<file path="src/rtl/cmd_pkg.sv">
// Shared definitions for the command dispatcher: opcodes, header layout,
// engine numbering, error codes, FSM states and header validation.
package cmd_pkg;

  // Opcodes carried in header bits [31:24]
  localparam logic [7:0] OP_CLEAR     = 8'h01;
  localparam logic [7:0] OP_DRAW      = 8'h02;
  localparam logic [7:0] OP_SIMD      = 8'h03;
  localparam logic [7:0] OP_SET_COLOR = 8'h10;
  localparam logic [7:0] OP_SET_VP    = 8'h11;

  // Header field positions
  localparam int HDR_OP_LSB    = 24;
  localparam int HDR_LEN_LSB   = 0;
  localparam int FLAG_WAIT_BIT = 16;  // flags[0] of the header word

  // Engine channel numbers
  localparam int ENG_CLEAR  = 0;
  localparam int ENG_RASTER = 1;
  localparam int ENG_SIMD   = 2;

  typedef enum logic [1:0] {
    ERR_NONE    = 2'd0,
    ERR_OPCODE  = 2'd1,
    ERR_LEN     = 2'd2,
    ERR_TIMEOUT = 2'd3
  } err_code_e;

  typedef enum logic [2:0] {
    ST_IDLE    = 3'd0,
    ST_PAYLOAD = 3'd1,
    ST_EXEC    = 3'd2,
    ST_WAIT    = 3'd3,
    ST_DRAIN   = 3'd4
  } state_e;

  // Classifies a header: unknown opcode, wrong length, or acceptable.
  function automatic err_code_e hdr_check(input logic [7:0] op, input logic [15:0] len,
                                          input logic [15:0] max_len);
    err_code_e r;
    r = ERR_NONE;
    case (op)
      OP_CLEAR:     if (len != 16'd0) r = ERR_LEN;
      OP_DRAW:      if (len != 16'd6) r = ERR_LEN;
      OP_SIMD:      if (len == 16'd0 || len > max_len) r = ERR_LEN;
      OP_SET_COLOR: if (len != 16'd1) r = ERR_LEN;
      OP_SET_VP:    if (len != 16'd4) r = ERR_LEN;
      default:      r = ERR_OPCODE;
    endcase
    return r;
  endfunction

  function automatic logic is_engine_op(input logic [7:0] op);
    return (op == OP_CLEAR) || (op == OP_DRAW) || (op == OP_SIMD);
  endfunction

  function automatic int engine_of(input logic [7:0] op);
    int e;
    case (op)
      OP_DRAW: e = ENG_RASTER;
      OP_SIMD: e = ENG_SIMD;
      default: e = ENG_CLEAR;
    endcase
    return e;
  endfunction

endpackage

</file>
<file path="src/rtl/cmd_payload_buf.sv">
// Payload capture buffer: a write index plus MAX_PAYLOAD 32-bit words.
// clr_i empties the buffer at the start of a command, wr_i appends a word.
module cmd_payload_buf #(
  parameter int MAX_PAYLOAD = 8
) (
  input  logic                      clk,
  input  logic                      rst_n,
  input  logic                      clr_i,
  input  logic                      wr_i,
  input  logic [31:0]               data_i,
  output logic [3:0]                idx_o,
  output logic [MAX_PAYLOAD*32-1:0] words_o
);

  logic [31:0] words_q [MAX_PAYLOAD];
  logic [3:0]  idx_q;

  // Clear on a new command, otherwise store the incoming word at the index
  always_ff @(posedge clk or negedge rst_n) begin
    if (!rst_n) begin
      idx_q <= 4'd0;
      for (int i = 0; i < MAX_PAYLOAD; i++) words_q[i] <= 32'd0;
    end else if (clr_i) begin
      idx_q <= 4'd0;
      for (int i = 0; i < MAX_PAYLOAD; i++) words_q[i] <= 32'd0;
    end else if (wr_i) begin
      idx_q <= idx_q + 4'd1;
      for (int i = 0; i < MAX_PAYLOAD; i++) begin
        if (idx_q == 4'(i)) words_q[i] <= data_i;
      end
    end
  end

  for (genvar g = 0; g < MAX_PAYLOAD; g++) begin : g_pack
    assign words_o[32*g +: 32] = words_q[g];
  end

  assign idx_o = idx_q;

endmodule

</file>
<file path="src/rtl/cmd_dispatcher.sv">
// Command dispatcher: parses header+payload command words, updates the
// colour/viewport registers and launches engines with the captured payload.
// Handshake: a command word transfers on a rising edge where cmd_valid and
// cmd_ready are both 1; cmd_ready never depends on cmd_valid. Engines get a
// one-cycle eng_start and answer with a one-cycle eng_done.
module cmd_dispatcher
  import cmd_pkg::*;
#(
  parameter int N_ENGINES      = 3,
  parameter int MAX_PAYLOAD    = 8,
  parameter int TIMEOUT_CYCLES = 65535
) (
  input  logic                      clk,
  input  logic                      rst_n,
  input  logic                      cmd_valid,
  input  logic [31:0]               cmd_data,
  output logic                      cmd_ready,
  output logic [N_ENGINES-1:0]      eng_start,
  input  logic [N_ENGINES-1:0]      eng_done,
  output logic [N_ENGINES-1:0]      eng_busy,
  output logic [MAX_PAYLOAD*32-1:0] payload,
  output logic [15:0]               payload_len,
  output logic [31:0]               color,
  output logic [15:0]               vp_x0,
  output logic [15:0]               vp_y0,
  output logic [15:0]               vp_x1,
  output logic [15:0]               vp_y1,
  output logic                      err,
  output logic [1:0]                err_code,
  input  logic                      err_clear,
  output logic [2:0]                dbg_state
);

  localparam logic [15:0] TO_LAST = 16'(TIMEOUT_CYCLES - 1);

  state_e                   state_q, state_d;
  logic [7:0]               op_q, op_d;
  logic                     wait_q, wait_d;
  logic [15:0]              len_q, len_d;
  logic [N_ENGINES-1:0]     sel_q, sel_d;
  logic [15:0]              cnt_q, cnt_d;
  logic [N_ENGINES-1:0]     start_q, start_d;
  logic [N_ENGINES-1:0]     busy_q, busy_d;
  logic [15:0]              plen_q, plen_d;
  logic [31:0]              color_q, color_d;
  logic [15:0]              vp_x0_q, vp_x0_d, vp_y0_q, vp_y0_d;
  logic [15:0]              vp_x1_q, vp_x1_d, vp_y1_q, vp_y1_d;
  logic                     err_q, err_d;
  err_code_e                code_q, code_d;

  logic                     ready_c, xfer, last_word;
  logic                     buf_clr, buf_wr, err_set;
  err_code_e                err_new, hdr_err;
  logic [7:0]               hdr_op;
  logic [15:0]              hdr_len;
  logic [3:0]               buf_idx;
  logic [MAX_PAYLOAD*32-1:0] buf_words;

  cmd_payload_buf #(.MAX_PAYLOAD(MAX_PAYLOAD)) u_buf (
    .clk     (clk),
    .rst_n   (rst_n),
    .clr_i   (buf_clr),
    .wr_i    (buf_wr),
    .data_i  (cmd_data),
    .idx_o   (buf_idx),
    .words_o (buf_words)
  );

  assign hdr_op    = cmd_data[HDR_OP_LSB +: 8];
  assign hdr_len   = cmd_data[HDR_LEN_LSB +: 16];
  assign hdr_err   = hdr_check(hdr_op, hdr_len, 16'(MAX_PAYLOAD));
  assign ready_c   = (state_q == ST_IDLE) || (state_q == ST_PAYLOAD) || (state_q == ST_DRAIN);
  assign cmd_ready = ready_c & rst_n;
  assign xfer      = cmd_valid & cmd_ready;
  assign last_word = (({12'd0, buf_idx} + 16'd1) == len_q);

  // Next-state, register commits, engine launch and error detection
  always_comb begin
    state_d  = state_q;
    op_d     = op_q;
    wait_d   = wait_q;
    len_d    = len_q;
    sel_d    = sel_q;
    cnt_d    = cnt_q;
    start_d  = '0;
    busy_d   = busy_q & ~eng_done;
    plen_d   = plen_q;
    color_d  = color_q;
    vp_x0_d  = vp_x0_q;
    vp_y0_d  = vp_y0_q;
    vp_x1_d  = vp_x1_q;
    vp_y1_d  = vp_y1_q;
    buf_clr  = 1'b0;
    buf_wr   = 1'b0;
    err_set  = 1'b0;
    err_new  = ERR_NONE;
    unique case (state_q)
      ST_IDLE: begin
        if (xfer) begin
          op_d   = hdr_op;
          wait_d = cmd_data[FLAG_WAIT_BIT];
          len_d  = hdr_len;
          cnt_d  = hdr_len;
          for (int k = 0; k < N_ENGINES; k++) begin
            sel_d[k] = is_engine_op(hdr_op) && (engine_of(hdr_op) == k);
          end
          if (hdr_err == ERR_NONE) begin
            buf_clr = 1'b1;
            state_d = (hdr_len == 16'd0) ? ST_EXEC : ST_PAYLOAD;
          end else begin
            err_set = 1'b1;
            err_new = hdr_err;
            state_d = (hdr_len != 16'd0) ? ST_DRAIN : ST_IDLE;
          end
        end
      end
      ST_PAYLOAD: begin
        if (xfer) begin
          buf_wr = 1'b1;
          if (last_word) begin
            if (op_q == OP_SET_COLOR) color_d = cmd_data;
            if (op_q == OP_SET_VP) begin
              // The first three words are already in the buffer; the fourth is on the bus
              vp_x0_d = buf_words[15:0];
              vp_y0_d = buf_words[47:32];
              vp_x1_d = buf_words[79:64];
              vp_y1_d = cmd_data[15:0];
            end
            state_d = is_engine_op(op_q) ? ST_EXEC : ST_IDLE;
          end
        end
      end
      ST_EXEC: begin
        // A previous no-wait command may still own the engine
        if ((sel_q & busy_q) == '0) begin
          start_d = sel_q;
          busy_d  = busy_d | sel_q;
          plen_d  = len_q;
          cnt_d   = 16'd0;
          state_d = wait_q ? ST_WAIT : ST_IDLE;
        end
      end
      ST_WAIT: begin
        if ((eng_done & sel_q) != '0) begin
          state_d = ST_IDLE;
        end else if (TIMEOUT_CYCLES != 0 && cnt_q == TO_LAST) begin
          err_set = 1'b1;
          err_new = ERR_TIMEOUT;
          busy_d  = busy_d & ~sel_q;
          state_d = ST_IDLE;
        end else begin
          cnt_d = cnt_q + 16'd1;
        end
      end
      ST_DRAIN: begin
        if (xfer) begin
          cnt_d = cnt_q - 16'd1;
          if (cnt_q == 16'd1) state_d = ST_IDLE;
        end
      end
      default: state_d = ST_IDLE;
    endcase
    // A new error outranks a same-cycle clear
    err_d  = err_set ? 1'b1 : (err_clear ? 1'b0 : err_q);
    code_d = err_set ? err_new : (err_clear ? ERR_NONE : code_q);
  end

  // State and register file; reset discards any command in flight
  always_ff @(posedge clk or negedge rst_n) begin
    if (!rst_n) begin
      state_q <= ST_IDLE;
      op_q    <= 8'd0;
      wait_q  <= 1'b0;
      len_q   <= 16'd0;
      sel_q   <= '0;
      cnt_q   <= 16'd0;
      start_q <= '0;
      busy_q  <= '0;
      plen_q  <= 16'd0;
      color_q <= 32'd0;
      vp_x0_q <= 16'd0;
      vp_y0_q <= 16'd0;
      vp_x1_q <= 16'hFFFF;
      vp_y1_q <= 16'hFFFF;
      err_q   <= 1'b0;
      code_q  <= ERR_NONE;
    end else begin
      state_q <= state_d;
      op_q    <= op_d;
      wait_q  <= wait_d;
      len_q   <= len_d;
      sel_q   <= sel_d;
      cnt_q   <= cnt_d;
      start_q <= start_d;
      busy_q  <= busy_d;
      plen_q  <= plen_d;
      color_q <= color_d;
      vp_x0_q <= vp_x0_d;
      vp_y0_q <= vp_y0_d;
      vp_x1_q <= vp_x1_d;
      vp_y1_q <= vp_y1_d;
      err_q   <= err_d;
      code_q  <= code_d;
    end
  end

  assign eng_start   = start_q;
  assign eng_busy    = busy_q;
  assign payload     = buf_words;
  assign payload_len = plen_q;
  assign color       = color_q;
  assign vp_x0       = vp_x0_q;
  assign vp_y0       = vp_y0_q;
  assign vp_x1       = vp_x1_q;
  assign vp_y1       = vp_y1_q;
  assign err         = err_q;
  assign err_code    = code_q;
  assign dbg_state   = state_q;

endmodule
</file>
<file path="config.mk">
export PLATFORM = sky130hd
export DESIGN_NAME = cmd_dispatcher
export DESIGN_NICKNAME = d
export VERILOG_FILES = /design/src/rtl/cmd_pkg.sv /design/src/rtl/cmd_payload_buf.sv /design/src/rtl/cmd_dispatcher.sv
export SDC_FILE = /design/constraint.sdc
export NUM_CORES = 1
export LEC_CHECK = 0
export CELL_PAD_IN_SITES_DETAIL_PLACEMENT = 1
export CELL_PAD_IN_SITES_GLOBAL_PLACEMENT = 1
export CORE_MARGIN = 3
export CORE_UTILIZATION = 39
export CTS_BUF_LIST = sky130_fd_sc_hd__clkbuf_8
export DETAILED_ROUTE_END_ITERATION = 6
export PLACE_DENSITY_LB_ADDON = 0.1
export RECOVER_POWER = 50
export SYNTH_ARGS = -nofsm -noshare
export SYNTH_HDL_FRONTEND = slang
export SYNTH_SLANG_ARGS = --single-unit
</file>
<file path="constraint.sdc">
create_clock -name clk -period 2.9 [get_ports clk]
set_input_delay 0.435 -clock clk [delete_from_list [all_inputs] [get_ports clk]]
set_output_delay 0.435 -clock clk [all_outputs]
set_load 0.03 [all_outputs]
</file>
==> reports/summary.txt <==
Outcome: finished, final reports clean
Setup TNS: 0 ns
CTS buffer count: 76
Syn Nets: 1915
Sequential area share after synthesis: 59.0%
Ports: 420
H-Tree Depth: 3
NetSw: 6.99 mW
YS warnings: 0
Synth Flop Type: dfrtp_1
Area growth syn-to-layout: 38.1%
Sequential share of power: 41.7%
Peak VDD IR: 0.598 mV
DRT Pass-1 Iters: 5
Global Route Usage Sum: 28.2%
Max-cap viol count: 0
Post-synthesis register bit count: 428
Critical path class: flip-flop to output port
CP arrival: 2.30 ns
Clock Tree Buf Depth: 3
Synthesized instance count: 1868
Data required, critical path: 2.47 ns
FMAX: 366 MHz
Nets@finish: 2374
Via count: 16119
Top post-synthesis cells by area: dfrtp_1 (54%), nand2_1 (13%), mux2_2 (6.9%)
Synth unique cells: 65
Endpoint class of the critical path: output port
Antenna viol nets, final: 0
Power density over cell area: 765 mW/mm^2
Ys async rst share: 100%
Overall Power: 19.3 mW
Die width: 222 um
Remaining DRCs: 0
Relative slew slack: 16.8%
IO buf count: 419
Synth Cell Area: 0.0182 sq mm
Initial antenna violation count: 1
Root buffer cell: clkbuf_8
Hold WC Path Type: input port to flip-flop
Crit path launch type: flip-flop
Share of layout cells above drive strength 1: 16.0%
P_leak: 12.2 nW
Pint: 12.3 mW
Mapped Avg Cell Area: 9.76 sq um
Diodes inserted: 0
Standard-cell row count: 78
Hold_ws: 0.451 ns
Clk_lat worst skew: 0.65 ns
First-pass GRT wire length: 107000 um
Vias in the first global route: 17124
Skew final: 0.0168 ns
Final hold viol count: 0
Core Footprint: 0.0458 sq mm
Tmin final: 2.74 ns
Switching share of power: 36.3%
Drt via density: 5.39
Initial DRC count: 1179
Most common cell in the synthesized netlist: nand2_1
Initial Utilization: 39.8%
RSZ-0062 raised after global routing: false
Routability Congestion: 0.865
Post-DP HPWL: 48200 um
Full die area: 0.0494 sq mm
Pin count of the biggest net entering global routing: 133
Post-synth top cells: nand2_1 (617), dfrtp_1 (396), nand3_1 (152), a21oi_1 (144), clkbuf_1 (119)
Routed len/inst: 23.6 um
Share of the synthesized area in the top cell type: 54.4%
CTS tree: done
Post-synth EDFFs: 0
Total Wirelength: 70400 um
Crit-path max FO: 10
Combinational share of power: 28.6%
Period utilisation layout: 94.3%
Slew @ Worst Pin: 1.25 ns
Worst-path clk slew: 0.06 ns
Setup violations, final: 0
Final slew viol count: 0
Post-synth top area cell: dfrtp_1
Die Y: 222 um
Grt total ovfl: 0
Clk network pwr share: 29.7%
Clk sinks: 428
==> logic make-up (layout without fill, tap and decap cells) <==
group	Yosys count	after routing	synth area share (%)
flops	428	428	59.0
mux	113	113	6.98
compound gates	245	245	7.77
fa+ha+maj	8	8	0.549
xor+xnor	15	15	0.721
buf+inv	166	688	4.05
simple gates	893	893	20.9
==> layout by cell type, fill, tap and decap left out, types with 7 or more instances in the layout <==
cell type,Yosys,routed
nand2_1,617,616
dfrtp_1,396,395
clkdlybuf4s50_1,0,276
nand3_1,152,152
a21oi_1,144,144
dlygate4sd3_1,0,143
mux2_2,112,112
clkbuf_8,0,102
buf_4,0,92
o21ai_0,43,43
inv_1,12,42
dfstp_2,32,32
nor2_1,31,31
buf_12,0,17
and2_1,9,13
nor3_1,14,13
xnor2_1,9,9
nor4_1,8,8
o31ai_1,8,8
ha_1,8,8
and3_1,7,7
nor2b_1,8,7
nand4_1,7,7
==> state kept, by name, indices dropped and copies added, names as in the netlist, 3 cells and up <==
| name | count |
|---|---|
| dbg_state | 3 |
| payload_len | 16 |
| color | 32 |
| len_q | 16 |
| sel_q | 3 |
| vp_y0 | 16 |
| vp_x1 | 16 |
| u_buf.idx_o | 4 |
| vp_x0 | 16 |
| cnt_q | 16 |
| op_q | 8 |
| eng_start | 3 |
| vp_y1 | 16 |
| u_buf.words_o | 256 |
| eng_busy | 3 |
==> worst max-delay path, stage by stage, from the launching register on <==
cell and delay [ns]:
dfrtp_1 0.44, buf_4 0.20, a21oi_1 0.17, and2_1 0.16, clkdlybuf4s50_1 0.68
==> path summary, 6_finish.rpt <==
check | start | endpoint | slack [ns] | depth (start not counted)
max in group asynchronous | rst_n | u_buf.words_o[211] | 0.49 | 4
min in group asynchronous | rst_n | len_q[7] | 0.74 | 3
max reg2reg | u_buf.idx_o[0] | vp_x0[2] | 0.19 | 9
min | eng_done[1] | eng_busy[1] | 0.45 | 3
min reg2reg | op_q[2] | op_q[2] | 0.47 | 2
max | dbg_state[1] | cmd_ready | 0.16 | 4
==> power by group through the flow <==
| stage | combinational, mW | sequential, mW | clock, mW |
|---|---|---|---|
| 2_1_floorplan | 1.74 | 9.18 | 0 |
| 3_3_place_gp | 5.46 | 8.07 | 0 |
| 3_5_place_dp | 5.60 | 8.12 | 0 |
| 4_1_cts | 5.63 | 8.03 | 5.88 |
| 5_1_grt | 5.91 | 8.18 | 6.17 |
| 6_report | 5.51 | 8.02 | 5.73 |
==> area by class of cell <==
class | count | area (sq um)
tap | 600 | 751
clock inverter | 39 | 173
multi-input combinational | 1274 | 6770
sequential | 428 | 10800
clock buffer | 102 | 1400
fill | 5040 | 20600
timing repair buffer | 535 | 5270
inverter | 12 | 45.0
==> per-stage QoR <==
step / utilization, % / setup WS [ns] / cells / area [sq um]
after floorplan: - / 0.322 / 1868 / 18200
after global placement: 51.6 / -0.220 / 2848 / 23600
after detailed placement: 51.6 / -0.236 / 2848 / 23600
after CTS: 55.1 / 0.0637 / 2990 / 25200
after global routing: 55.0 / 0.0504 / 2990 / 25200
final: 55.0 / 0.164 / 2990 / 25200
==> layer usage <==
metal | GRT usage (%) | part of all wire, % | up-vias
met4 | 9.47 | 3.4 | 0
li1 | - | - | 7155
met2 | 45.4 | 47 | 514
met1 | 36.6 | 42 | 8325
met3 | 8.51 | 7.6 | 125
met5 | 0 | 0 | -
==> what timing repair did <==
| item | 4_1_cts | 5_1_grt |
|---|---|---|
| hold buffers | 1 | 0 |
| resized for setup | 0 | 2 |
| endpoints found under the hold margin | 92 | 0 |
| buffers inserted | 0 | 0 |
| setup endpoints to repair | 0 | 28 |
Note: power is estimated with default switching activity, not from simulation.
